==> src/rtl/rgb_pwm_gen.sv <==
// rgb_pwm_gen: self-timed N-channel PWM generator with its own period counter,
// edge- or centre-aligned counting, and double-buffered channel levels that
// are applied together at a period boundary.
module rgb_pwm_gen #(
    parameter int unsigned PWM_WIDTH = 12,
    parameter int unsigned CHANNELS  = 3,
    parameter bit          CENTER    = 1'b0
) (
    input  logic                          clk,
    input  logic                          reset,
    input  logic                          enable,
    input  logic                          load,
    input  logic [CHANNELS*PWM_WIDTH-1:0] levels,
    output logic [CHANNELS-1:0]           pwm_out,
    output logic                          period_start,
    output logic [PWM_WIDTH-1:0]          count,
    output logic                          pending
);

    localparam logic [PWM_WIDTH-1:0] MAX = '1;
    localparam logic [PWM_WIDTH-1:0] ONE = PWM_WIDTH'(1);

    typedef enum logic {
        DIR_UP   = 1'b0,
        DIR_DOWN = 1'b1
    } dir_e;

    dir_e                          dir_q,     dir_d;
    logic [PWM_WIDTH-1:0]          count_q,   count_d;
    logic [CHANNELS*PWM_WIDTH-1:0] active_q,  active_d;
    logic [CHANNELS*PWM_WIDTH-1:0] pend_q,    pend_d;
    logic                          pending_q, pending_d;
    logic [CHANNELS-1:0]           pwm_q,     pwm_d;
    logic                          ps_q,      ps_d;
    logic                          wrap;

    // Counter sequencing, compare, and level buffer update for the next cycle.
    always_comb begin
        count_d   = count_q;
        dir_d     = dir_q;
        active_d  = active_q;
        pend_d    = pend_q;
        pending_d = pending_q;
        pwm_d     = '0;
        ps_d      = 1'b0;
        wrap      = 1'b0;

        if (enable) begin
            for (int unsigned i = 0; i < CHANNELS; i++) begin
                pwm_d[i] = (active_q[i*PWM_WIDTH +: PWM_WIDTH] > count_q);
            end
            // count==0 only ever occurs at the first cycle of a period
            ps_d = (count_q == '0);

            if (CENTER) begin
                if (dir_q == DIR_UP) begin
                    if (count_q == MAX) begin
                        dir_d   = DIR_DOWN;
                        count_d = count_q - ONE;
                    end else begin
                        count_d = count_q + ONE;
                    end
                end else begin
                    count_d = count_q - ONE;
                    if (count_q == ONE) begin
                        dir_d = DIR_UP;
                        wrap  = 1'b1;
                    end
                end
            end else begin
                if (count_q == MAX) begin
                    count_d = '0;
                    wrap    = 1'b1;
                end else begin
                    count_d = count_q + ONE;
                end
            end
        end else begin
            // Idle: counter parked at 0 and any pending levels applied at once
            count_d = '0;
            dir_d   = DIR_UP;
            wrap    = 1'b1;
        end

        // A load coinciding with a boundary bypasses the pending buffer
        if (load) begin
            pend_d = levels;
            if (wrap) begin
                active_d  = levels;
                pending_d = 1'b0;
            end else begin
                pending_d = 1'b1;
            end
        end else if (wrap && pending_q) begin
            active_d  = pend_q;
            pending_d = 1'b0;
        end
    end

    // State and output registers with synchronous reset.
    always_ff @(posedge clk) begin
        if (reset) begin
            count_q   <= '0;
            dir_q     <= DIR_UP;
            active_q  <= '0;
            pend_q    <= '0;
            pending_q <= 1'b0;
            pwm_q     <= '0;
            ps_q      <= 1'b0;
        end else begin
            count_q   <= count_d;
            dir_q     <= dir_d;
            active_q  <= active_d;
            pend_q    <= pend_d;
            pending_q <= pending_d;
            pwm_q     <= pwm_d;
            ps_q      <= ps_d;
        end
    end

    assign pwm_out      = pwm_q;
    assign period_start = ps_q;
    assign count        = count_q;
    assign pending      = pending_q;

endmodule

==> config.mk <==
export PLATFORM = sky130hd
export DESIGN_NAME = rgb_pwm_gen
export DESIGN_NICKNAME = d
export VERILOG_FILES = /design/src/rtl/rgb_pwm_gen.sv
export SDC_FILE = /design/constraint.sdc
export NUM_CORES = 1
export LEC_CHECK = 0
export CAP_MARGIN = 20
export CORE_MARGIN = 4
export CORE_UTILIZATION = 35
export CTS_BUF_LIST = sky130_fd_sc_hd__clkbuf_8
export CTS_CLUSTER_SIZE = 30
export DETAILED_ROUTE_END_ITERATION = 16
export DONT_BUFFER_PORTS = 1
export PLACE_DENSITY = 0.56
export SETUP_SLACK_MARGIN = 0.2
export SLEW_MARGIN = 25
export SYNTH_ARGS = -nofsm -noshare
export SYNTH_HDL_FRONTEND = slang
export SYNTH_SLANG_ARGS = --single-unit
==> constraint.sdc <==
create_clock -name clk -period 1.8 [get_ports clk]
set_clock_uncertainty 0.05 [all_clocks]
set_input_delay 0.27 -clock clk [delete_from_list [all_inputs] [get_ports clk]]
set_output_delay 0.27 -clock clk [all_outputs]
set_load 0.03 [all_outputs]
# Word-level counts from Yosys, hierarchy flattened
# Cells that the tools add are included.
totals:
  regBits: 89
  elab_cells: 27
  in_bits: 40
  out_inout_bits: 17
classes:
  n_reduce_logical: 6
  magnitude_cmp: 3
  bitwise: 1
  n_addsub: 1
  muxes: 8
  n_eq_ne: 2
ops:
  columns: ["op", "count"]
  rows:
  - ["$mux W36", 3]
  - ["$gt A12 B12 Y1", 3]
  - ["$add A12 B1 Y12 const B", 1]
  - ["$eq A12 B12 Y1 const B", 1]
  - ["$logic_not A12 Y1", 1]
  - ["$mux W1", 5]
  - ["$reduce_or A3 Y1", 1]
  - ["$ne A2 B1 Y1 const B", 1]
  - ["$reduce_and A2 Y1", 1]
  - ["$reduce_bool A2 Y1", 1]
  - ["$reduce_or A2 Y1", 1]
  - ["$logic_and A1 B1 Y1", 1]
  - ["$not A1 Y1", 1]

# Logic depth before layout (Yosys ltp)
depth:
  word_depth: 6
  ltp_mapped: 7
  mapped_depth_nobuf: 6

# Worst setup path before layout
# OpenSTA, ideal clock, no wires.
synth_path:
  kind: "reg2reg"
  startpoint: "reg count_q[11] (netlist: count[11])"
  endpoint: "reg pwm_q[0] (netlist: pwm_out[0])"
  stages_incl_launch_ff: 7
  n_path_buf: 0
  arrival_ns: 1.818
  slack_ns: -0.183
  t_required_ns: 1.635
  setup_ns: 0.115
  synth_period_minus_slack_ns: 1.983
  cell_sequence: "dfxtp_1 inv_1 ha_1 a21oi_1 o21ai_0 a2111o_1 o21a_1"
synth_between:
  elab_chain_cells: 1
synth_rtl:
  columns: ["item", "line_no", "source"]
  rows:
  - ["start, declared", "29", "logic [PWM_WIDTH-1:0] count_q, count_d;"]
  - ["start signal, assigned", "111", "count_q <= count_d;"]
  - ["$gt A12 B12 Y1", "50", "pwm_d[i] = (active_q[i*PWM_WIDTH +: PWM_WIDTH] > count_q);"]
  - ["end signal, assigned", "116", "pwm_q <= pwm_d;"]
  - ["end, declared", "33", "logic [CHANNELS-1:0] pwm_q, pwm_d;"]
# No other way between the ends.
# A chain may end at the register's enable or synchronous reset.

# Worst setup path in the final report
layout_path:
  startpoint: "reg count_q[5] (netlist: count[5])"
  endpoint: "reg pwm_q[2] (netlist: pwm_out[2])"
# Same word-level chain as after synthesis.

==> results.cfg <==
[global_route]
globalRouteOverflowTotal = 0
grt_pass1_wl_um = 16800
grt_pass1_vias = 3253
grt_antenna_before_repair = 0
track_usage_pct = 15.2
grt_max_degree = 43

[logic_synthesis]
synth_adder_area_share_pct = 11.3
synth_top_family_by_area = simple AND/OR/NAND/NOR gates
synth_compound_area_share_pct = 11.3
synthSimpleGateAreaFrac_pct = 19.2
syn_area_um2 = 4220
synth_cell_types = 39
ys_warn_count = 0
syn_nets = 527
synthXorXnorAreaFrac_pct = 1.66
synth_mux_area_share_pct = 8.55
async_flop_share_pct = 0
ys.flop_type = dfxtp_1
syn_inst = 449
synth_seq_cells = 89
syn_avg_cell_area_um2 = 9.39
synth-edff-count = 0
seq_area_frac_synth_pct = 42.3

[power]
p_per_area_nw_per_um2 = 802
p_comb_share_pct = 14.0
vdd_drop_max_mv = 0.282
p_total_mw = 4.30
netSwitchingFraction_pct = 26.6
power.leakage_nw = 2.16
intPower_mw = 3.15
p_sw_mw = 1.14
pwr-share-seq_pct = 49.4
pwr-share-clk_pct = 36.6

[route]
first_pass_iters = 4
ant_nets = 0
num_vias = 3152
drt_iter0_markers = 135
route.detailed.drc = 0
viasPerCell = 5.09
routed_wl_um = 10900
wl_per_cell_um = 17.7

[placement]
hpwl_um = 6820
io_buffer_count = 0
place.gp.congestion = 0.812

[finish]
layout-drive-gt1-share_pct = 29.2
post-route-util_pct = 46.1
area_growth_pct = 27.1
fillerInstances = 1112
final_nets = 549
diodes = 0

[clock_tree]
cts_max_path_buffers = 2
numCtsBuffers = 9
clockRootBuffer = clkbuf_8
cts_sinks = 89
worst_skew_pair.late_latency_ns = 0.38
tritoncts = done
cts.clk_slew.worst_paths_ns = 0.10
htreeDepth = 3

[sta]
slew_violations = 0
fin_crit_ns = 1.68
fmax_mhz = 594
final_hold_viol_count = 0
worst_pin_slew_ns = 0.485
rsz0062_at_grt = true
maxSlewHeadroom_pct = 67.7
fin_tns_setup_ns = 0
setup_viol = 0
timing.final.crit_share_pct = 93.6

[worst_setup_path]
reg2reg_from = count[5]
worstSetupPathType = flip-flop to flip-flop
cp-start-kind = flip-flop
cp_max_fo = 5
crit_start = count[5]
worstPathArrival_ns = 1.92
setup.worst_path.end_class = flip-flop
required_ns = 2.03

[floorplanning]
start_util_pct = 36.3
row_count = 39
core_region_area_um2 = 11600
dieArea_um2 = 13900
die_w_um = 118
ioPinCount = 57
die_h_um = 118

[worst_hold_path]
hp-start = load
min_path_type = input port to flip-flop

[run_status]
status = completed

[job]
drv_cap = 0
per-layer routing:
metal,part of all wire (%),vias to the layer above,track usage (%),routed length (µm)
met3,4.9,13,5.53,539
met5,0,-,0,0
met1,47,1492,18.6,5090
met2,47,48,25.0,5170
li1,-,1599,-,-
met4,1.2,0,4.54,129
cells by family after synthesis:
family,Yosys count
and+or+nand+nor,166
DFF,89
AOI/OAI and AO/OA,73
buffers and inverters,39
adders and majority gates,38
muxes,36
xor gates and xnor gates,8
area by class of cell:
type                    count  area (µm²)  area share [%]
flip-flops and latches     89        1820            34.0
clock buffers               9         124            2.31
clock inverters             7        98.8            1.85
inverters                  16        72.6            1.35
repair buffers             34         460            8.60
well taps                 143         179            3.34
multi-input cells         321        2600            48.6
cell usage after synthesis, drive strengths merged, types with 2 or more instances:
| cell | n | area share, % |
|---|---|---|
| nand2 | 44 | 3.9 |
| nor2 | 52 | 4.6 |
| mux2i | 36 | 8.5 |
| a21oi | 16 | 1.9 |
| nand4 | 15 | 2.6 |
| nand2b | 34 | 5.0 |
| dfxtp | 89 | 42 |
| nor3b | 3 | 0.53 |
| nor2b | 3 | 0.45 |
| a2111o | 2 | 0.53 |
| nor4 | 2 | 0.30 |
| clkbuf | 9 | 1.0 |
| o21ai | 38 | 5.3 |
| inv | 16 | 1.4 |
| nor3 | 5 | 0.59 |
| buf | 13 | 2.9 |
| xnor2 | 8 | 1.7 |
| ha | 38 | 11 |
| o31ai | 3 | 0.53 |
| nand3 | 4 | 0.47 |
| o21a | 2 | 0.36 |
| o211ai | 6 | 1.1 |
timing repair:
item	in CTS	in global routing
gates cloned	2	5
resized for setup	17	67
pin swaps	10	12
buffers inserted	11	1
endpoints found under the setup margin	39	50
hold buffers	1	0
hold endpoints to repair	42	0
power groups by stage:
stage | Sequential (mW) | Clock, mW | Combinational (mW)
after global routing | 2.13 | 1.70 | 0.663
after global placement | 2.17 | 0 | 0.400
after floorplan | 2.16 | 0 | 0.386
final | 2.12 | 1.57 | 0.601
after CTS | 2.13 | 1.61 | 0.495
after detailed placement | 2.17 | 0 | 0.417
critical path, stage by stage, from the launching register on:
cell and delay, ns:
dfxtp_4 0.39, clkinvlp_4 0.21, ha_4 0.28, a21oi_2 0.14, nor2_1 0.05, a2111o_1 0.29, o21a_1 0.17
state kept, by name, indices dropped and copies added, names as in the netlist:
signal / cells
period_start: 1
pending: 1
active_q: 36
count: 12
pwm_out: 3
pend_q: 36
path summary, 6_finish.rpt:
kind,slack (ns),to,depth (start not counted)
worst min register to register,0.43,active_q[7],2
worst min-delay path,0.02,pending,2
worst max register to register,0.12,pwm_out[2],6
worst max-delay path,0.12,pwm_out[2],6
stage by stage:
stage	hold WS [ns]	setup slack, ns	cell area [µm²]	instances
floorplan	0.396	0.140	4360	449
global placement	0.316	0.117	4480	583
detailed placement	0.315	0.0915	4480	583
CTS	0.00126	0.129	4970	613
global route	0.00716	0.0432	5360	619
finish	0.0227	0.116	5360	619
layout by cell type, fill, tap and decap left out, types with 4 or more instances in the layout:
master	n
dfxtp_1	77
nor2_1	52
mux2i_1	36
nand2b_1	34
nand2_1	29
ha_1	25
o21ai_2	23
nand4_1	14
buf_4	14
ha_4	13
o21ai_1	12
inv_1	11
nand2_2	10
clkbuf_8	9
dfxtp_4	9
xnor2_1	8
a21oi_1	7
a21oi_2	7
o211ai_1	6
nand2_4	5
buf_6	5
nand3_1	4
nor3_1	4
clkbuf_16	4
buf_8	4
buf_12	4
Note: power is estimated with default switching activity, not from simulation.
==> RTL change 1, RTL diff (config.mk and constraints unchanged) <==
The parameter `PWM_WIDTH` goes from 12 to 8.
--- a/src/rtl/rgb_pwm_gen.sv
+++ b/src/rtl/rgb_pwm_gen.sv
@@ -2,7 +2,7 @@
 // edge- or centre-aligned counting, and double-buffered channel levels that
 // are applied together at a period boundary.
 module rgb_pwm_gen #(
-    parameter int unsigned PWM_WIDTH = 12,
+    parameter int unsigned PWM_WIDTH = 8,
     parameter int unsigned CHANNELS  = 3,
     parameter bit          CENTER    = 1'b0
 ) (
Ports: changed (resized count and levels); port bits go from 57 to 41. No check against the original RTL was run, so the function may have changed too.
==> RTL change 1 against the original RTL <==
Final cell count fell by 31%; routed wire length fell by 44%; sequential cell count fell by 28; power fell by 29%; setup slack improved by 0.13 ns; synthesized area fell by 32%; die area fell by 30%; final area fell by 37%; sequential share of layout area rose by 3.1 points; first-iteration DRC count fell by 38%; largest cell class unchanged; global-route usage fell by 2.3 points.
==> RTL change 1: results (changes against the original RTL) <==
Pleak -> 0.001380 µW (-36%)
Global Route Usage Sum -> 12.93% (-2.3 points)
Status -> complete, no violations
Layout cell share with drive strength beyond 1 -> 16.72% (-12 points)
DP HPWL -> 3938 µm (-42%)
Grt met3 use -> 3.571% (-2.0 points)
Top FF cell, synth -> dfxtp_1
Avg Vias per Cell -> 4.753 (-6.7%)
Crit path max fanout -> 24 (+19)
GRT met1 Usage -> 16.47% (-2.1 points)
Routability congestion estimate -> 0.8600 (+6.0%)
GR Layer Usage met2 -> 19.97% (-5.0 points)
Internal Power -> 2393 µW (-24%)
Worst VDD drop -> 362.7 µV (+28%)
CTS Buf Count -> 9 (unchanged)
Global-route wire length before repair -> 9942 µm (-41%)
Vias in the first global route -> 2018 (-38%)
Total Wirelength -> 6151 µm (-44%)
Synth cell count leaders -> dfxtp_1 (61), nor2_1 (41), nand2_1 (27)
Largest net degree at the start of global routing -> 49 (+14%)
Register clock-pin slew on the reported worst setup and hold paths -> 0.07 ns (-0.03 ns)
Synth unique cells -> 34 (-13%)
Top cells by area, synth -> dfxtp_1 (43%), ha_1 (11%), mux2i_1 (8.4%)
Final nets -> 373 (-32%)
Seq/Total Area, Yosys -> 42.71% (+0.45 points)
Critical Path AT -> 1.69 ns (-0.23 ns)
Largest stage delay, worst path -> 0.36 ns (-0.03 ns)
Starting DRT DRC Count -> 84 (-38%)
Slew headroom -> 40.30% (-27 points)
Synth Net Count -> 354 (-33%)
Number of synthesized flops with an enable pin -> 0 (unchanged)
Clock latency on the worst-skew pair -> 0.33 ns (-0.05 ns)
==> RTL change 1: changes by cell type in the layout (fill, tap and decap cells not counted), moves of 6 or more <==
cell,unedited run,this run
buf_4,14,8
nand2_2,10,0
nand2b_1,34,20
o21ai_2,23,8
o21ai_0,2,16
dfxtp_1,77,53
o21ai_1,12,1
nand4_1,14,7
nor2_1,52,41
ha_4,13,1
a21oi_2,7,0
dlygate4sd3_1,0,6
mux2i_1,36,24
==> RTL change 1: worst register-to-register path, cell delays in order, from the launching register on <==
cell	delay [ns]
dfxtp_4	0.36
ha_4	0.15
a21boi_2	0.07
a2111oi_4	0.34
buf_6	0.18
buf_12	0.18
o31ai_1	0.08
==> RTL change 1: kinds of logic after synthesis <==
logic type | share of synthesized area, %
fa+ha+maj | 11.38
simple gates | 18.51
compound gates | 11.25
flops | 42.71
mux | 8.403
buf+inv | 5.908
xor+xnor | 1.838
==> RTL change 1: what timing repair did <==
item,4_1_cts,5_1_grt
gates resized for setup,0,9
setup buffers,0,2
endpoints found under the setup margin,0,28
endpoints found under the hold margin,27,0
hold buffers,7,0
==> RTL change 1: path summary, 6_finish.rpt <==
path / slack [ns] / from / endpoint / depth (start not counted)
min: 0.07 / reset / active_q[12] / 2
max: 0.25 / count[1] / active_q[0] / 6
max reg2reg: 0.25 / count[1] / active_q[0] / 6
min reg2reg: 0.43 / active_q[21] / active_q[21] / 2
==> RTL change 1: routing by layer <==
metal	vias to the layer above	part of all wire (%)
li1	1055	-
met1	925	49
met2	30	45
met3	10	3.5
met4	0	2.1
met5	-	0
==> RTL change 1: area by class of cell <==
type / instances / area (µm²)
flip-flops and latches: 61 / 1241
fillers: 788 / 4494
repair buffers: 21 / 222.7
multi-input cells: 214 / 1481
clock inverters: 3 / 66.31
well taps: 102 / 127.6
clock buffers: 12 / 165.2
inverters: 12 / 48.80
==> RTL change 1: power by group through the flow <==
| stage | Combinational, µW | Clock, µW | Sequential [µW] |
|---|---|---|---|
| after floorplan | 182 | 0 | 1460 |
| after global routing | 252 | 1510 | 1430 |
| final | 221 | 1400 | 1430 |
| after global placement | 185 | 0 | 1460 |
| after CTS | 211 | 1440 | 1430 |
| after detailed placement | 189 | 0 | 1460 |
==> RTL change 1: per-stage QoR <==
stage          instance area [µm²]  instances  setup WS, ns  hold slack (ns)
4_1_cts                       3264        420        0.2040          0.05040
5_1_grt                       3353        425        0.1856          0.06385
3_5_place_dp                  2963        398        0.2354           0.3164
3_3_place_gp                  2963        398        0.2711           0.3197
2_1_floorplan                 2879        300        0.2253           0.3972
6_report                      3353        425        0.2475          0.07381
==> RTL change 2, RTL diff (same flow settings) <==
Without the edit above. Make the reset (`reset`) asynchronous in one clocked block. Comments in the files are not updated.
--- a/src/rtl/rgb_pwm_gen.sv
+++ b/src/rtl/rgb_pwm_gen.sv
@@ -98,7 +98,7 @@
     end
 
     // State and output registers with synchronous reset.
-    always_ff @(posedge clk) begin
+    always_ff @(posedge clk or posedge reset) begin
         if (reset) begin
             count_q   <= '0;
             dir_q     <= DIR_UP;
Formal check against the unedited RTL: differs if reset is asserted again (counterexample within 4 cycles, from zero or initial values and one cycle with reset high); with reset held inactive, the same outputs for 4 cycles.
==> RTL change 2 against the original RTL <==
The flow now finishes with violations (negative setup slack); combinational power up 43%; power up 9.2%; final area down 4.2%; sequential cell count unchanged; synthesized area up 2.1%; critical path depth down 1; setup slack worse by 0.18 ns; global-route usage down 1.3 points; routed wire length down 13%; synthesized cell count down 26%; first-iteration DRC count down 3.0%; fmax down 9.5%; critical path type unchanged; critical endpoint is now active_q[19]; largest cell class is now flip-flops and latches; largest power group unchanged.
==> RTL change 2: results (changes against the original RTL) <==
Setup ws final -> -0.06027 ns (-0.1759 ns)
Register clock-pin slew on the reported worst setup and hold paths -> 0.10 ns (about the same)
Critical Path AT -> 2.06 ns (+0.14 ns)
Placed insts -> 491 (-16%)
CTS Buf Count -> 9 (unchanged)
Slew headroom -> 73.60% (+5.9 points)
Global Route Usage Sum -> 13.83% (-1.3 points)
Number of synthesized flops with an enable pin -> 0 (unchanged)
Synth cell count leaders -> dfrtp_1 (89), mux2_2 (42), ha_1 (38)
Asr flop ratio synth -> 100.0% (+100 points)
Clock latency on the worst-skew pair -> 0.37 ns
Post-DR wirelength/cell -> 18.05 µm (+2.2%)
Final nets -> 451 (-18%)
Final setup violation count -> 31 (+31)
Pleak -> 0.002213 µW (+2.7%)
Global-route wire length before repair -> 15070 µm (-11%)
Top cells by area, synth -> dfrtp_1 (52%), ha_1 (11%), mux2_2 (11%)
Metal-1 WL -> 4146 µm (-18%)
Worst min path class -> input port to flip-flop
Slowest cell on the critical path -> dfrtp_2
Largest net degree at the start of global routing -> 55 (+28%)
Vias in the first global route -> 2891 (-11%)
Starting DRT DRC Count -> 131 (-3.0%)
Largest stage delay, worst path -> 0.40 ns
DP HPWL -> 6715 µm (-1.6%)
Highest Signal Layer -> met4
Crit path max fanout -> 15 (+10)
Maximum root-to-sink buffer count -> 2 (unchanged)
Slew Limit Fails -> 0 (unchanged)
Seq/Total Area, Yosys -> 51.74% (+9.5 points)
Synth unique cells -> 36 (-7.7%)
Drt first pass iters -> 4 (unchanged)
Routability congestion estimate -> 0.8021 (-1.2%)
Yosys warning count -> 0 (unchanged)
Inserted Diodes -> 0 (unchanged)
Failing checks -> negative setup slack
Layout cell share with drive strength beyond 1 -> 31.75% (+2.5 points)
Buffers added on ports -> 0 (unchanged)
WL met3 -> 485 µm (-10%)
Status -> finished, violations left
Avg Vias per Cell -> 5.080 (-0.24%)
Cell count after synthesis -> 332 (-26%)
Metal2 WL -> 4683 µm (-9.5%)
Post-place setup slack -> -0.01673 ns (-0.1082 ns)
CTS root buffer -> clkbuf_8
H-tree lvl count -> 3 (unchanged)
Top FF cell, synth -> dfrtp_1
Crit-path leading delay family -> simple AND/OR/NAND/NOR gates
Via count -> 2667 (-15%)
Initial antenna violation count -> 0 (unchanged)
Worst VDD drop -> 414.3 µV (+47%)
Synth Net Count -> 410 (-22%)
## RTL change 2: changes by cell type in the layout (fill, tap and decap cells not counted), sizes merged, moves of 9 or more
cell,unedited run,this run
dfrtp,0,89
dfxtp,89,0
mux2,0,69
nor2,52,10
nand2,44,3
mux2i,36,0
nand2b,34,0
o21ai,38,14
inv,17,26
## RTL change 2: final timing paths
| path | slack, ns | endpoint | cells after the start | startpoint |
|---|---|---|---|---|
| setup / recovery | -0.06 | active_q[19] | 5 | count[10] |
| hold / removal | 0.01 | pend_q[28] | 1 | levels[28] |
| setup reg to reg | -0.06 | active_q[19] | 5 | count[10] |
| hold reg to reg | 0.45 | active_q[4] | 1 | active_q[4] |
| max in group asynchronous | 0.83 | pend_q[3] | 3 | reset |
| min in group asynchronous | 0.28 | count[11] | 2 | reset |
## RTL change 2: where the power goes
part           internal, µW  switching (µW)
combinational           446             415
sequential             2260             166
clock                   654             754
total                  3360            1340
## RTL change 2: timing repair
item / in CTS / in global routing
setup endpoints to repair: 36 / 40
setup buffers: 3 / 4
pin swaps: 2 / 9
resized for setup: 10 / 10
hold endpoints to repair: 70 / 6
hold buffers: 2 / 6
gates cloned: 1 / 2
## RTL change 2: cells by family (layout without fill, tap and decap cells)
| logic type | Yosys count | count (layout) | synth area share (%) |
|---|---|---|---|
| compound gates | 41 | 41 | 5.785 |
| xor+xnor | 8 | 8 | 1.628 |
| fa+ha+maj | 38 | 38 | 11.05 |
| buf+inv | 36 | 82 | 4.593 |
| flops | 89 | 89 | 51.74 |
| mux | 69 | 69 | 18.05 |
| simple gates | 51 | 51 | 7.152 |
## RTL change 2: final cells by class
type / instances / area [µm²]
inverters: 26 / 112.6
fillers: 1126 / 6879
well taps: 147 / 183.9
multi-input cells: 207 / 1958
clock buffers: 9 / 123.9
flip-flops and latches: 89 / 2242
clock inverters: 7 / 76.32
repair buffers: 40 / 435.4
## RTL change 2: worst reg2reg max path: stages (launching register included)
cell and delay (ns):
dfrtp_2 0.40, nand3_2 0.12, o41ai_4 0.36, and2_4 0.31, buf_12 0.18, mux2_2 0.35
## RTL change 2: per-layer routing
| metal | vias up | track usage [%] |
|---|---|---|
| met5 | - | 0 |
| met3 | 14 | 4.511 |
| li1 | 1269 | - |
| met2 | 56 | 22.74 |
| met4 | 0 | 5.141 |
| met1 | 1328 | 16.98 |
## RTL change 2: per-stage QoR
step	TNS, ns	area [µm²]	power, µW
floorplan	-6.148	4339	3054
global placement	-0.04164	4622	3207
detailed placement	-0.04959	4622	3255
CTS	-0.05151	4938	4687
global route	-2.999	5132	4980
finish	-1.036	5132	4692
